### config.mk
export PLATFORM = sky130hd
export DESIGN_NAME = time_set_encoder
export DESIGN_NICKNAME = d
export VERILOG_FILES = /design/src/rtl/time_set_encoder_pkg.sv /design/src/rtl/time_set_encoder_wrap_step.sv /design/src/rtl/time_set_encoder.sv
export SDC_FILE = /design/constraint.sdc
export NUM_CORES = 1
export LEC_CHECK = 0
export BUFFER_PORTS_ARGS = -buffer_cell sky130_fd_sc_hd__clkbuf_2
export CORE_MARGIN = 3
export CORE_UTILIZATION = 56
export CTS_BUF_LIST = sky130_fd_sc_hd__clkbuf_2 sky130_fd_sc_hd__clkbuf_4 sky130_fd_sc_hd__clkbuf_8
export DETAILED_ROUTE_END_ITERATION = 7
export PLACE_DENSITY = 0.8
export SETUP_SLACK_MARGIN = 0.02
export SLEW_MARGIN = 20
export SYNTH_ARGS = -nofsm -noshare
export SYNTH_HDL_FRONTEND = slang
export SYNTH_SLANG_ARGS = --single-unit
### constraint.sdc
create_clock -name CLK -period 9.9 [get_ports CLK]
set_clock_uncertainty 0.15 [all_clocks]
set_input_delay 1.98 -clock CLK [delete_from_list [all_inputs] [get_ports CLK]]
set_output_delay 1.98 -clock CLK [all_outputs]
set_load 0.005 [all_outputs]
### src/rtl/time_set_encoder_pkg.sv
// Shared definitions for time_set_encoder: field layout, range limits, FSM
// encoding and calendar helpers. ALARM_EDIT_EN adds the EDIT_ALARM state.
package time_set_encoder_pkg;

    localparam int TIME_W  = 17;
    localparam int DATE_W  = 16;
    localparam int FIELD_W = 7;

    localparam int HOUR_LSB  = 12;
    localparam int HOUR_W    = 5;
    localparam int MIN_LSB   = 6;
    localparam int MIN_W     = 6;
    localparam int SEC_LSB   = 0;
    localparam int SEC_W     = 6;
    localparam int YEAR_LSB  = 9;
    localparam int YEAR_W    = 7;
    localparam int MONTH_LSB = 5;
    localparam int MONTH_W   = 4;
    localparam int DAY_LSB   = 0;
    localparam int DAY_W     = 5;

    localparam logic [FIELD_W-1:0] HOUR_MAX   = 7'd23;
    localparam logic [FIELD_W-1:0] MINSEC_MAX = 7'd59;
    localparam logic [FIELD_W-1:0] MONTH_MIN  = 7'd1;
    localparam logic [FIELD_W-1:0] MONTH_MAX  = 7'd12;
    localparam logic [FIELD_W-1:0] DAY_MIN    = 7'd1;

    typedef enum logic [1:0] {
        IDLE,
        EDIT_TIME,
        EDIT_DATE
`ifdef ALARM_EDIT_EN
        , EDIT_ALARM
`endif
    } state_t;

    typedef enum logic [2:0] {
        ACT_NONE,
        ACT_CANCEL,
        ACT_MODE,
        ACT_NEXT,
        ACT_UP,
        ACT_DOWN
    } action_t;

    // f0 = hour/year, f1 = min/month, f2 = sec/day
    typedef struct packed {
        logic [FIELD_W-1:0] f0;
        logic [FIELD_W-1:0] f1;
        logic [FIELD_W-1:0] f2;
    } fields_t;

    function automatic logic [FIELD_W-1:0] days_in_month(input logic [FIELD_W-1:0] month,
                                                         input logic [FIELD_W-1:0] year);
        case (month)
            7'd2:                      return ((year % 7'd4) == 7'd0) ? 7'd29 : 7'd28;
            7'd4, 7'd6, 7'd9, 7'd11:   return 7'd30;
            default:                   return 7'd31;
        endcase
    endfunction

    function automatic fields_t snap_time(input logic [TIME_W-1:0] t);
        fields_t f;
        f.f0 = FIELD_W'(t[HOUR_LSB +: HOUR_W]);
        f.f1 = FIELD_W'(t[MIN_LSB +: MIN_W]);
        f.f2 = FIELD_W'(t[SEC_LSB +: SEC_W]);
        if (f.f0 > HOUR_MAX)   f.f0 = '0;
        if (f.f1 > MINSEC_MAX) f.f1 = '0;
        if (f.f2 > MINSEC_MAX) f.f2 = '0;
        return f;
    endfunction

    function automatic fields_t snap_date(input logic [DATE_W-1:0] d,
                                          input logic [FIELD_W-1:0] year_max);
        fields_t f;
        f.f0 = FIELD_W'(d[YEAR_LSB +: YEAR_W]);
        f.f1 = FIELD_W'(d[MONTH_LSB +: MONTH_W]);
        f.f2 = FIELD_W'(d[DAY_LSB +: DAY_W]);
        if (f.f0 > year_max) f.f0 = '0;
        if (f.f1 < MONTH_MIN || f.f1 > MONTH_MAX) f.f1 = MONTH_MIN;
        if (f.f2 < DAY_MIN || f.f2 > days_in_month(f.f1, f.f0)) f.f2 = DAY_MIN;
        return f;
    endfunction

    function automatic logic [TIME_W-1:0] pack_time(input fields_t f);
        return {f.f0[HOUR_W-1:0], f.f1[MIN_W-1:0], f.f2[SEC_W-1:0]};
    endfunction

    function automatic logic [DATE_W-1:0] pack_date(input fields_t f);
        return {f.f0[YEAR_W-1:0], f.f1[MONTH_W-1:0], f.f2[DAY_W-1:0]};
    endfunction

endpackage

### src/rtl/time_set_encoder_wrap_step.sv
// wt_wrap_step: one-step increment/decrement of a value inside [i_min, i_max]
// with wrap-around; simultaneous up and down leave the value unchanged.
module wt_wrap_step #(
    parameter int W = 7
) (
    input  logic [W-1:0] i_value,
    input  logic [W-1:0] i_min,
    input  logic [W-1:0] i_max,
    input  logic         i_up,
    input  logic         i_down,
    output logic [W-1:0] o_next
);

    // NOTE: default assigned first so every path drives o_next and no latch is inferred.
    always_comb begin
        o_next = i_value;
        if (i_up && !i_down) begin
            o_next = (i_value >= i_max) ? i_min : i_value + W'(1);
        end else if (i_down && !i_up) begin
            o_next = (i_value <= i_min) ? i_max : i_value - W'(1);
        end
    end

endmodule

### src/rtl/time_set_encoder.sv
// Button-driven editor for time/date (and alarm time when ALARM_EDIT_EN is
// defined) with wrap-around fields and one-cycle commit strobes.
module time_set_encoder
    import time_set_encoder_pkg::*;
#(
    parameter int RESET_YEAR = 16,
    parameter int YEAR_MAX   = 99
) (
    input  logic              CLK,
    input  logic              RESETN,
    input  logic [TIME_W-1:0] IN_TIME,
    input  logic [DATE_W-1:0] IN_DATE,
    input  logic              BTN_MODE,
    input  logic              BTN_NEXT,
    input  logic              BTN_UP,
    input  logic              BTN_DOWN,
    input  logic              BTN_CANCEL,
    output logic [TIME_W-1:0] OUT_TIME,
    output logic [DATE_W-1:0] OUT_DATE,
    output logic              OUT_TIME_LOAD,
    output logic              OUT_DATE_LOAD,
    output logic              OUT_EDIT,
`ifdef ALARM_EDIT_EN
    input  logic [TIME_W-1:0] IN_ALARM_TIME,
    output logic [TIME_W-1:0] OUT_ALARM_TIME,
    output logic              OUT_ALARM_LOAD,
`endif
    output logic [1:0]        OUT_FIELD
);

    localparam logic [FIELD_W-1:0] YEAR_MAX_L   = FIELD_W'(YEAR_MAX);
    localparam logic [FIELD_W-1:0] RESET_YEAR_L = FIELD_W'(RESET_YEAR);

    state_t              r_state, w_state_next;
    action_t             w_action;
    fields_t             r_edit;
    logic [1:0]          r_field;
    logic [TIME_W-1:0]   r_out_time;
    logic [DATE_W-1:0]   r_out_date;
    logic                r_time_load, r_date_load;
`ifdef ALARM_EDIT_EN
    logic [TIME_W-1:0]   r_out_alarm;
    logic                r_alarm_load;
`endif

    logic [FIELD_W-1:0]  w_val  [3];
    logic [FIELD_W-1:0]  w_min  [3];
    logic [FIELD_W-1:0]  w_max  [3];
    logic [FIELD_W-1:0]  w_step [3];
    logic [2:0]          w_up, w_down;
    logic                w_date_mode;
    logic [FIELD_W-1:0]  w_day_lim_new, w_day_new;
    fields_t             w_edit_committed;

    // Priority CANCEL > MODE > NEXT > UP/DOWN; IDLE only reacts to MODE.
    always_comb begin
        w_action = ACT_NONE;
        if (BTN_CANCEL)                w_action = ACT_CANCEL;
        else if (BTN_MODE)             w_action = ACT_MODE;
        else if (BTN_NEXT)             w_action = ACT_NEXT;
        else if (BTN_UP && !BTN_DOWN)  w_action = ACT_UP;
        else if (BTN_DOWN && !BTN_UP)  w_action = ACT_DOWN;
        if (r_state == IDLE && w_action != ACT_MODE) w_action = ACT_NONE;
    end

    always_comb begin
        w_state_next = r_state;
        if (w_action == ACT_CANCEL) begin
            w_state_next = IDLE;
        end else if (w_action == ACT_MODE) begin
            case (r_state)
                IDLE:      w_state_next = EDIT_TIME;
                EDIT_TIME: w_state_next = EDIT_DATE;
`ifdef ALARM_EDIT_EN
                EDIT_DATE: w_state_next = EDIT_ALARM;
`else
                EDIT_DATE: w_state_next = IDLE;
`endif
                default:   w_state_next = IDLE;
            endcase
        end
    end

    // NOTE: asynchronous reset on every register, including the edit copy, so no stale edit survives reset.
    always_ff @(posedge CLK or negedge RESETN) begin
        if (!RESETN) r_state <= IDLE;
        else         r_state <= w_state_next;
    end

    assign w_date_mode = (r_state == EDIT_DATE);
    assign w_val[0]    = r_edit.f0;
    assign w_val[1]    = r_edit.f1;
    assign w_val[2]    = r_edit.f2;

    always_comb begin
        w_min[0] = '0;
        w_max[0] = HOUR_MAX;
        w_min[1] = '0;
        w_max[1] = MINSEC_MAX;
        w_min[2] = '0;
        w_max[2] = MINSEC_MAX;
        if (w_date_mode) begin
            w_max[0] = YEAR_MAX_L;
            w_min[1] = MONTH_MIN;
            w_max[1] = MONTH_MAX;
            w_min[2] = DAY_MIN;
            w_max[2] = days_in_month(r_edit.f1, r_edit.f0);
        end
    end

    for (genvar k = 0; k < 3; k++) begin : g_step
        assign w_up[k]   = (w_action == ACT_UP)   && (r_field == 2'(k));
        assign w_down[k] = (w_action == ACT_DOWN) && (r_field == 2'(k));
        wt_wrap_step #(.W(FIELD_W)) u_step (
            .i_value (w_val[k]),
            .i_min   (w_min[k]),
            .i_max   (w_max[k]),
            .i_up    (w_up[k]),
            .i_down  (w_down[k]),
            .o_next  (w_step[k])
        );
    end

    // A month or year change may leave the day past the end of the new month.
    assign w_day_lim_new = days_in_month(w_step[1], w_step[0]);
    assign w_day_new     = (w_date_mode && w_step[2] > w_day_lim_new) ? w_day_lim_new : w_step[2];
    assign w_edit_committed = r_edit;

    always_ff @(posedge CLK or negedge RESETN) begin
        if (!RESETN) begin
            r_edit      <= '{f0: RESET_YEAR_L, f1: 7'd1, f2: 7'd1};
            r_field     <= '0;
            r_out_time  <= '0;
            r_out_date  <= {RESET_YEAR_L, 4'd1, 5'd1};
            r_time_load <= 1'b0;
            r_date_load <= 1'b0;
`ifdef ALARM_EDIT_EN
            r_out_alarm  <= '0;
            r_alarm_load <= 1'b0;
`endif
        end else begin
            r_time_load <= 1'b0;
            r_date_load <= 1'b0;
`ifdef ALARM_EDIT_EN
            r_alarm_load <= 1'b0;
`endif
            case (w_action)
                ACT_CANCEL: r_field <= '0;
                ACT_MODE: begin
                    r_field <= '0;
                    case (r_state)
                        IDLE: r_edit <= snap_time(IN_TIME);
                        EDIT_TIME: begin
                            r_out_time  <= pack_time(w_edit_committed);
                            r_time_load <= 1'b1;
                            r_edit      <= snap_date(IN_DATE, YEAR_MAX_L);
                        end
                        EDIT_DATE: begin
                            r_out_date  <= pack_date(w_edit_committed);
                            r_date_load <= 1'b1;
`ifdef ALARM_EDIT_EN
                            r_edit      <= snap_time(IN_ALARM_TIME);
`endif
                        end
`ifdef ALARM_EDIT_EN
                        EDIT_ALARM: begin
                            r_out_alarm  <= pack_time(w_edit_committed);
                            r_alarm_load <= 1'b1;
                        end
`endif
                        default: ;
                    endcase
                end
                ACT_NEXT: r_field <= (r_field == 2'd2) ? 2'd0 : r_field + 2'd1;
                ACT_UP, ACT_DOWN: begin
                    r_edit.f0 <= w_step[0];
                    r_edit.f1 <= w_step[1];
                    r_edit.f2 <= w_day_new;
                end
                default: ;
            endcase
        end
    end

    assign OUT_TIME      = r_out_time;
    assign OUT_DATE      = r_out_date;
    assign OUT_TIME_LOAD = r_time_load;
    assign OUT_DATE_LOAD = r_date_load;
    assign OUT_EDIT      = (r_state != IDLE);
    assign OUT_FIELD     = r_field;
`ifdef ALARM_EDIT_EN
    assign OUT_ALARM_TIME = r_out_alarm;
    assign OUT_ALARM_LOAD = r_alarm_load;
`endif

endmodule
==> results of run 1 <==
[metal layers]
layer | global-route usage [%] | wire length (um) | vias up
met3 | 4.54 | 1080 | 18
met4 | 10.6 | 210 | 0
met1 | 37.5 | 5530 | 2096
li1 | - | - | 2095
met5 | 0 | 0 | -
met2 | 43.9 | 6030 | 222
[sequential cells by signal, summed over array words and instances (netlist names)]
name and cells:
r_edit 21, OUT_TIME 17, OUT_DATE 16, OUT_FIELD 2, r_state 2, OUT_DATE_LOAD 1, OUT_TIME_LOAD 1
[worst paths after layout]
check	startpoint	to	slack [ns]	depth (start not counted)
worst max-delay path	BTN_UP	r_edit[0]	4.25	18
max in group asynchronous	RESETN	r_edit[16]	7.46	2
worst max register to register	r_state[0]	r_edit[0]	4.76	17
min in group asynchronous	RESETN	OUT_FIELD[1]	1.62	2
worst min-delay path	OUT_TIME[3]	OUT_TIME[3]	0.36	1
worst min register to register	OUT_TIME[3]	OUT_TIME[3]	0.36	1
[through the flow]
step                      worst slack, ns  util, %
after floorplan                      4.63        -
after global placement               4.34     63.9
after detailed placement             4.09     63.9
after CTS                            4.37     66.7
after global routing                 4.07     66.7
final                                4.25     66.7
[logic make-up (layout without fill, tap and decap cells)]
logic type | after synthesis | after routing | share of synthesized area (%)
simple gates | 168 | 168 | 19.7
compound gates | 166 | 166 | 25.0
flops | 60 | 60 | 32.8
buf+inv | 46 | 110 | 3.81
mux | 38 | 38 | 9.17
fa+ha+maj | 29 | 29 | 7.89
xor+xnor | 8 | 8 | 1.52
[cells in the mapped netlist (all sizes together), types with 3 or more instances]
library cell,count,area (um^2)
o31a,3,26.3
nand3,29,145
a21oi,34,174
ha,29,363
nor3,11,55.1
a21o,7,52.6
xor2,5,43.8
a221o,7,70.1
nand2,28,105
nor3b,4,30.0
o211ai,11,82.6
a32oi,3,26.3
nand4,7,43.8
a211oi,11,87.6
nor2b,7,43.8
nor2,30,113
or3,5,36.3
buf,4,17.5
o22ai,3,18.8
o31ai,6,45.0
a2bb2oi,3,26.3
clkbuf,27,101
mux2i,5,50.1
dfstp,6,158
nand2b,8,50.1
a311oi,5,43.8
nand3b,4,30.0
xnor2,3,26.3
and3,20,125
o21ai,42,214
or2,3,18.8
a221oi,5,43.8
mux2,33,372
dfrtp,54,1350
o21a,4,30.0
nor4b,4,41.3
inv,15,56.3
[power by group]
part           switching, mW  internal (mW)
logic                  0.418          0.350
clock network         0.0960          0.154
registers              0.183          0.363
total                  0.697          0.867
[worst max-delay path, stage by stage]
cell	delay (ns)
clkbuf_2	0.08
inv_1	0.03
ha_1	0.36
or4_4	0.45
or3_4	0.38
a2111oi_4	0.41
o31ai_1	0.13
a21oi_1	0.24
o211ai_1	0.12
o31ai_1	0.14
nand2b_1	0.12
ha_1	0.30
a21oi_1	0.15
o21ai_0	0.15
a21oi_1	0.20
nand3_1	0.15
a41o_1	0.27
a21oi_1	0.12
[final cells by class]
| cell class | count | area [um^2] | share of cell area [%] |
|---|---|---|---|
| clock buffers | 11 | 151 | 2.89 |
| clock inverters | 4 | 72.6 | 1.39 |
| inverters | 15 | 56.3 | 1.08 |
| multi-input cells | 409 | 2910 | 55.6 |
| flip-flops and latches | 60 | 1510 | 28.8 |
| well taps | 102 | 128 | 2.44 |
| repair buffers | 80 | 408 | 7.79 |
==> impl_metrics.ini, run 1 <==
[run_status]
run_status = completed

[global_routing]
antenna_found_initial = 0
grt_start_max_net_pins = 61
grt_pass1_vias = 4457
gr-total-overflow = 0
grt.total_usage_pct = 27.5
grt_first_pass_wirelength_mm = 21.6

[power]
vdd_drop_max_mv = 0.187
powerDensity_nw_per_um2 = 299
power_mw = 1.56
p_leak_nw = 2.33

[cts]
clockBufferDepth = 2
clk_pin_slew_worst_paths_ns = 0.07
root_buffer = clkbuf_8
clk_latency_ns = 0.34
cts_buffers = 9
htree_num_levels = 3
cts_tree = yes
post-cts-setup-buffer-count = 0
cts_sinks = 60
postCtsHoldBufs = 0
cts_resized = 0

[route]
wl_per_cell_um = 18.9
first_pass_iters = 5
routed_wl_mm = 12.8
via_per_inst = 6.51
detail-route-antenna-nets = 0
num_vias = 4431
drc = 0
first_iter_violations = 481

[timing]
finalSetupTns_ns = 0
grt_setup_unrepaired = false
setup_viol = 0
slew_viol_final = 0
max_freq_mhz = 177
timing.hold.ws_ns = 0.359
relSlewSlack_pct = 34.6
finalCriticalPeriod_ns = 5.65
hold_viol = 0
worstMarginPinSlew_ns = 0.978
min_period_over_period_pct = 57.1

[final_layout]
final_cell_count_no_fill = 681
fin_nets = 644
fill_cells = 670
final_cell_area_um2 = 5240
layout_commonest_cell = clkbuf_2
drive_gt1_share_pct = 25.6
syn_to_final_growth_pct = 13.9
layout_common_cells = 77 x clkbuf_2, 54 x dfrtp_1, 41 x o21ai_0, 33 x a21oi_1, 33 x mux2_2
diodes = 0

[placed_design]
placed_cell_area_um2 = 5010
dp.cells = 666
io_buffer_count = 77
gp_congestion = 0.941
dp_hpwl_mm = 9.49

[critical_path]
worstSetupEndpointType = flop
crit_required_ns = 10.02
cp_max_fo = 5
arrival_ns = 5.77
worstSetupPathType = input port to flop
start_kind = input port

[logic_synthesis]
synth_cell_types = 66
synth_flop_cell = dfrtp_1
async_reset_ff_share_pct = 100
syn_inst = 515
syn_nets = 584
synth-seq-cells = 60
yosysSeqAreaShare_pct = 32.8
synth.avg_cell_area_um2 = 8.93
yosysWarnings = 0
synth_edf_count = 0
syn_area_um2 = 4600

[floorplan]
core-area_um2 = 7850
ios = 78
die-area_um2 = 9330
initial_core_util_pct = 58.6
die-width_um = 96.6
fp.dieH_um = 96.6
rows = 32

[hold_path]
min_path_type = flop to flop

[flow_run]
maxCapViolCount = 0
Power figures use the tool's default switching activity.
==> inputs of run 2 (changes only) <==
==> constraint.sdc (replaced) <==
create_clock -name CLK -period 5.55 [get_ports CLK]
set_clock_uncertainty 0.15 [all_clocks]
set_input_delay 1.11 -clock CLK [delete_from_list [all_inputs] [get_ports CLK]]
set_output_delay 1.11 -clock CLK [all_outputs]
set_load 0.005 [all_outputs]
==> run 2 against run 1 <==
Effect of this change:
- first-iteration DRC count shrank 16%
- core utilization did not move
- routed wire length down 0.34%
- largest cell class unchanged
- flip-flop and latch count stayed put
- register-to-register slack got worse by 3.8 ns
==> impl_metrics.ini, run 2 (synthesis results as in run 1) <==
[final_layout]
layout_commonest_cell = clkbuf_2
syn_to_final_growth_pct = 13.9
fin_nets = 646
diodes = 0
regMostFlops = r_edit
fill_cells = 666
layout_common_cells = 77 x clkbuf_2, 54 x dfrtp_1, 41 x o21ai_0, 33 x a21oi_1, 33 x mux2_2
largest_reg_flops = 21
drive_gt1_share_pct = 25.9

[global_routing]
grt.total_usage_pct = 27.5
grt_pass1_vias = 4291
grt_start_max_net_pins = 55
gr-total-overflow = 0
antenna_found_initial = 0
grt_first_pass_wirelength_mm = 21.4

[timing]
finalCriticalPeriod_ns = 4.65
timing.hold.ws_ns = 0.360
hold_viol = 0
slew_viol_final = 0
finalSetupTns_ns = 0
grt_setup_unrepaired = false
worstMarginPinSlew_ns = 1.00
setup_ws_ns = 0.896
relSlewSlack_pct = 32.8
min_period_over_period_pct = 83.9
setup_viol = 0
max_freq_mhz = 215

[placed_design]
io_buffer_count = 77
gp_congestion = 0.941
post-place-ws_ns = 0.604
dp_hpwl_mm = 9.54

[critical_path]
crit_top_cell = a21oi_1
cp_top_family = compound AO/OA/AOI/OAI gates
arrival_ns = 4.77
worstSetupPathType = input port to flop
start_kind = input port
crit_required_ns = 5.67
worstSetupEndpointType = flop
r2r_start = r_edit[7]
cp_max_fo = 5
worstReg2RegEnd = r_edit[0]
cp.depth = 18
rrSetupSlack_ns = 0.94
worstPathCellList = clkbuf_2 -> inv_1 -> ha_1 -> or4_4 -> or3_4 -> a2111oi_4 -> o31ai_1 -> a21oi_1 -> o211ai_1 -> o31ai_1 -> nand2b_1 -> ha_1 -> a21oi_1 -> o21ai_0 -> a21oi_1 -> nand3_1 -> a41o_1 -> a21oi_1
ff2ff_path_depth = 20
slowest_delay_ns = 0.45
crit_end = r_edit[0]
crit_start = BTN_UP
critPathSlowestCell = or4_4
cp_num_buf_inv = 2

[power]
power_mw = 2.76
powerDensity_nw_per_um2 = 527
vdd_drop_max_mv = 0.318
switching_share_pct = 45.6
p_int_mw = 1.50
p_leak_nw = 2.33
pwr-share-comb_pct = 49.7
p_clk_share_pct = 14.9
p_seq_share_pct = 35.4
power.switching_mw = 1.26

[route]
detail-route-antenna-nets = 0
num_vias = 4516
first_iter_violations = 403
routed_wl_mm = 12.8
wl_per_cell_um = 18.7
first_pass_iters = 5
via_per_inst = 6.60
drc = 0

[cts]
root_buffer = clkbuf_8
clockBufferDepth = 2
clk_pin_slew_worst_paths_ns = 0.07
htree_num_levels = 3
post-cts-setup-buffer-count = 0
cts_resized = 0
postCtsHoldBufs = 0
cts_buffers = 9
cts_tree = yes
cts_sinks = 60
clk_latency_ns = 0.34

[floorplan]
rows = 32
die-width_um = 96.6
initial_core_util_pct = 58.6
fp.dieH_um = 96.6
die-area_um2 = 9330
ios = 78
core-area_um2 = 7850

[run_status]
run_status = completed

[hold_path]
min_path_type = flop to flop
min_path_cells = 1

[flow_run]
maxCapViolCount = 0
## run 2: how the worst min path moves through the flow
stage,to,slack [ns],startpoint
after floorplan,r_state[0],0.33,r_state[0]
after global placement,OUT_TIME[4],0.34,OUT_TIME[4]
after detailed placement,OUT_DATE[6],0.35,OUT_DATE[6]
after CTS,OUT_TIME[5],0.37,OUT_TIME[5]
after global routing,OUT_TIME[15],0.38,OUT_TIME[15]
final,OUT_DATE[6],0.36,OUT_DATE[6]
## run 2: layout make-up
class | instances | area (um^2) | share of cell area (%)
Tap cell | 102 | 128 | 2.44
Clock buffer | 10 | 138 | 2.63
Sequential cell | 60 | 1510 | 28.8
Multi-Input combinational cell | 409 | 2910 | 55.6
Clock inverter | 6 | 71.3 | 1.36
Inverter | 15 | 56.3 | 1.08
Timing Repair Buffer | 82 | 423 | 8.07
## run 2: per-stage QoR
| stage | util, % | cell area, um^2 | std cells |
|---|---|---|---|
| finish | 66.7 | 5240 | 684 |
| global route | 66.7 | 5240 | 684 |
| CTS | 66.7 | 5240 | 684 |
| detailed placement | 64.1 | 5030 | 668 |
| global placement | 64.1 | 5030 | 668 |
| floorplan | - | 4600 | 515 |
## run 2: per-layer routing
layer  up-vias  track usage, %  routed length [um]
met1      2144            38.4                5530
met4         0            11.4                 344
met2       234            42.1                5950
li1       2101               -                   -
met3        37            4.90                 986
met5         -               0                   0
## run 2: power groups by stage
stage	logic (mW)	registers [mW]	clock network, mW
detailed placement	1.35	0.972	0
floorplan	1.07	0.787	0
global route	1.54	1.02	0.436
global placement	1.31	0.962	0
CTS	1.36	0.966	0.415
finish	1.37	0.976	0.411
==> inputs of run 3 (changes only) <==
--- a/config.mk
+++ b/config.mk
@@ -7,10 +7,10 @@
 export LEC_CHECK = 0
 export BUFFER_PORTS_ARGS = -buffer_cell sky130_fd_sc_hd__clkbuf_2
 export CORE_MARGIN = 3
-export CORE_UTILIZATION = 56
+export CORE_UTILIZATION = 53
 export CTS_BUF_LIST = sky130_fd_sc_hd__clkbuf_2 sky130_fd_sc_hd__clkbuf_4 sky130_fd_sc_hd__clkbuf_8
 export DETAILED_ROUTE_END_ITERATION = 7
-export PLACE_DENSITY = 0.8
+export PLACE_DENSITY = 0.79
 export SETUP_SLACK_MARGIN = 0.02
 export SLEW_MARGIN = 20
 export SYNTH_ARGS = -nofsm -noshare
==> constraint.sdc (replaced) <==
create_clock -name CLK -period 4.1 [get_ports CLK]
set_clock_uncertainty 0.15 [all_clocks]
set_input_delay 0.82 -clock CLK [delete_from_list [all_inputs] [get_ports CLK]]
set_output_delay 0.82 -clock CLK [all_outputs]
set_load 0.005 [all_outputs]
==> run 3 against run 2 <==
Effect of this change:
- register-to-register slack worse by 0.76 ns
- die area up 5.3%
- total power up 59%
- via count up 7.2%
- sequential power up 24%
- combinational power up 83%
- clock-buffer cell count unchanged
- final area up 12%
- sequential share of layout area down 3.2 points
- critical path depth unchanged
- final cell count up 7.9%
- critical endpoint unchanged
==> impl_metrics.ini, run 3 (synthesis results as in run 1) <==
[run_status]
run_status = completed

[global_routing]
grt_first_pass_wirelength_mm = 22.7
antenna_found_initial = 0
grt_pass1_vias = 4646
gr-total-overflow = 0
grt_start_max_net_pins = 26
grt.total_usage_pct = 28.5

[floorplan]
fp.dieH_um = 99.1
ios = 78
die-width_um = 99.1
initial_core_util_pct = 55.4
core-area_um2 = 8300
rows = 33
die-area_um2 = 9830

[cts]
cts_buffers = 9
cts_sinks = 60
clk_pin_slew_worst_paths_ns = 0.08
clk_latency_ns = 0.35
postCtsHoldBufs = 0
htree_num_levels = 3
root_buffer = clkbuf_8
clockBufferDepth = 2
cts_tree = yes

[timing]
grt_setup_unrepaired = true
min_period_over_period_pct = 99.1
slew_viol_final = 0
hold_viol = 0
finalCriticalPeriod_ns = 4.06
setup_ws_ns = 0.0370
worstMarginPinSlew_ns = 0.981
relSlewSlack_pct = 34.6
setup_viol = 0
finalSetupTns_ns = 0
max_freq_mhz = 246

[hold_path]
min_path_type = input port to asynchronous set/reset pin

[flow_run]
maxCapViolCount = 0

[route]
routed_wl_mm = 14.5
drc = 0
num_vias = 4842
wl_per_cell_um = 19.6
first_iter_violations = 386
via_per_inst = 6.56
detail-route-antenna-nets = 0
first_pass_iters = 5

[critical_path]
cp_max_fo = 3
worstSetupEndpointType = flop
arrival_ns = 4.19
worstSetupPathType = input port to flop
start_kind = input port
crit_required_ns = 4.23

[placed_design]
gp_congestion = 0.906
post-place-ws_ns = -0.311
io_buffer_count = 77
dp_hpwl_mm = 10.6
dp.cells = 715

[power]
powerDensity_nw_per_um2 = 747
vdd_drop_max_mv = 0.435
p_leak_nw = 2.63

[final_layout]
final_cell_count_no_fill = 738
diodes = 0
regMostFlops = r_edit
fin_nets = 697
layout_common_cells = 77 x clkbuf_2, 53 x dfrtp_1, 53 x buf_4, 37 x o21ai_0, 33 x mux2_2
largest_reg_flops = 21
drive_gt1_share_pct = 37.8
layout_commonest_cell = clkbuf_2
syn_to_final_growth_pct = 28.1
finalCoreUtilization_pct = 70.9
[run 3: routing by layer]
metal | global-route usage [%] | vias to the layer above | part of all wire [%]
met1 | 37.4 | 2326 | 41
met2 | 45.1 | 273 | 48
li1 | - | 2199 | -
met4 | 14.4 | 0 | 3.5
met5 | 0 | - | 0
met3 | 5.19 | 44 | 7.5
[run 3: stage by stage]
stage	power (mW)	cell area, um^2	hold WS [ns]
global placement	3.31	5390	0.340
CTS	4.11	5670	0.364
detailed placement	3.40	5410	0.348
finish	4.40	5890	0.350
global route	4.67	5890	0.376
floorplan	2.52	4610	0.326
[run 3: final timing paths]
path	start	endpoint	slack [ns]	depth (start not counted)
setup / recovery	BTN_DOWN	r_edit[0]	0.04	18
hold / removal	RESETN	OUT_FIELD[0]	0.35	1
setup reg to reg	r_edit[7]	r_edit[0]	0.18	19
hold reg to reg	OUT_TIME[3]	OUT_TIME[3]	0.36	1
max in group asynchronous	RESETN	r_edit[18]	2.66	2
min in group CLK	OUT_TIME[3]	OUT_TIME[3]	0.36	1
[run 3: what timing repair did]
action,in CTS,in global routing
gates cloned,0,0
buffers inserted,0,7
resized for setup,4,39
setup endpoints to repair,1,2
pin swaps,1,12
[run 3: layout make-up]
type,count,area (um^2)
sequential,60,1510
timing repair buffer,133,842
inverter,15,56.3
clock inverter,6,111
tap,105,131
multi-input combinational,409,3100
clock buffer,10,138
fill,629,2410
[run 3: critical path: stages]
cell and delay [ns]:
clkbuf_2 0.10, ha_4 0.25, or4_4 0.42, or3_4 0.40
buf_4 0.16, o31ai_2 0.20, a21oi_2 0.08, a21oi_2 0.18
o211ai_1 0.13, o31ai_2 0.11, nand2b_1 0.12, ha_1 0.34
a21oi_2 0.17, o21ai_2 0.07, a21oi_2 0.14, nand3_2 0.13
a41o_1 0.26, a21oi_2 0.10
[run 3: report_power, final]
group,switching [mW],total [mW],internal (mW)
clock network,0.262,0.683,0.420
logic,1.35,2.51,1.16
registers,0.331,1.21,0.879
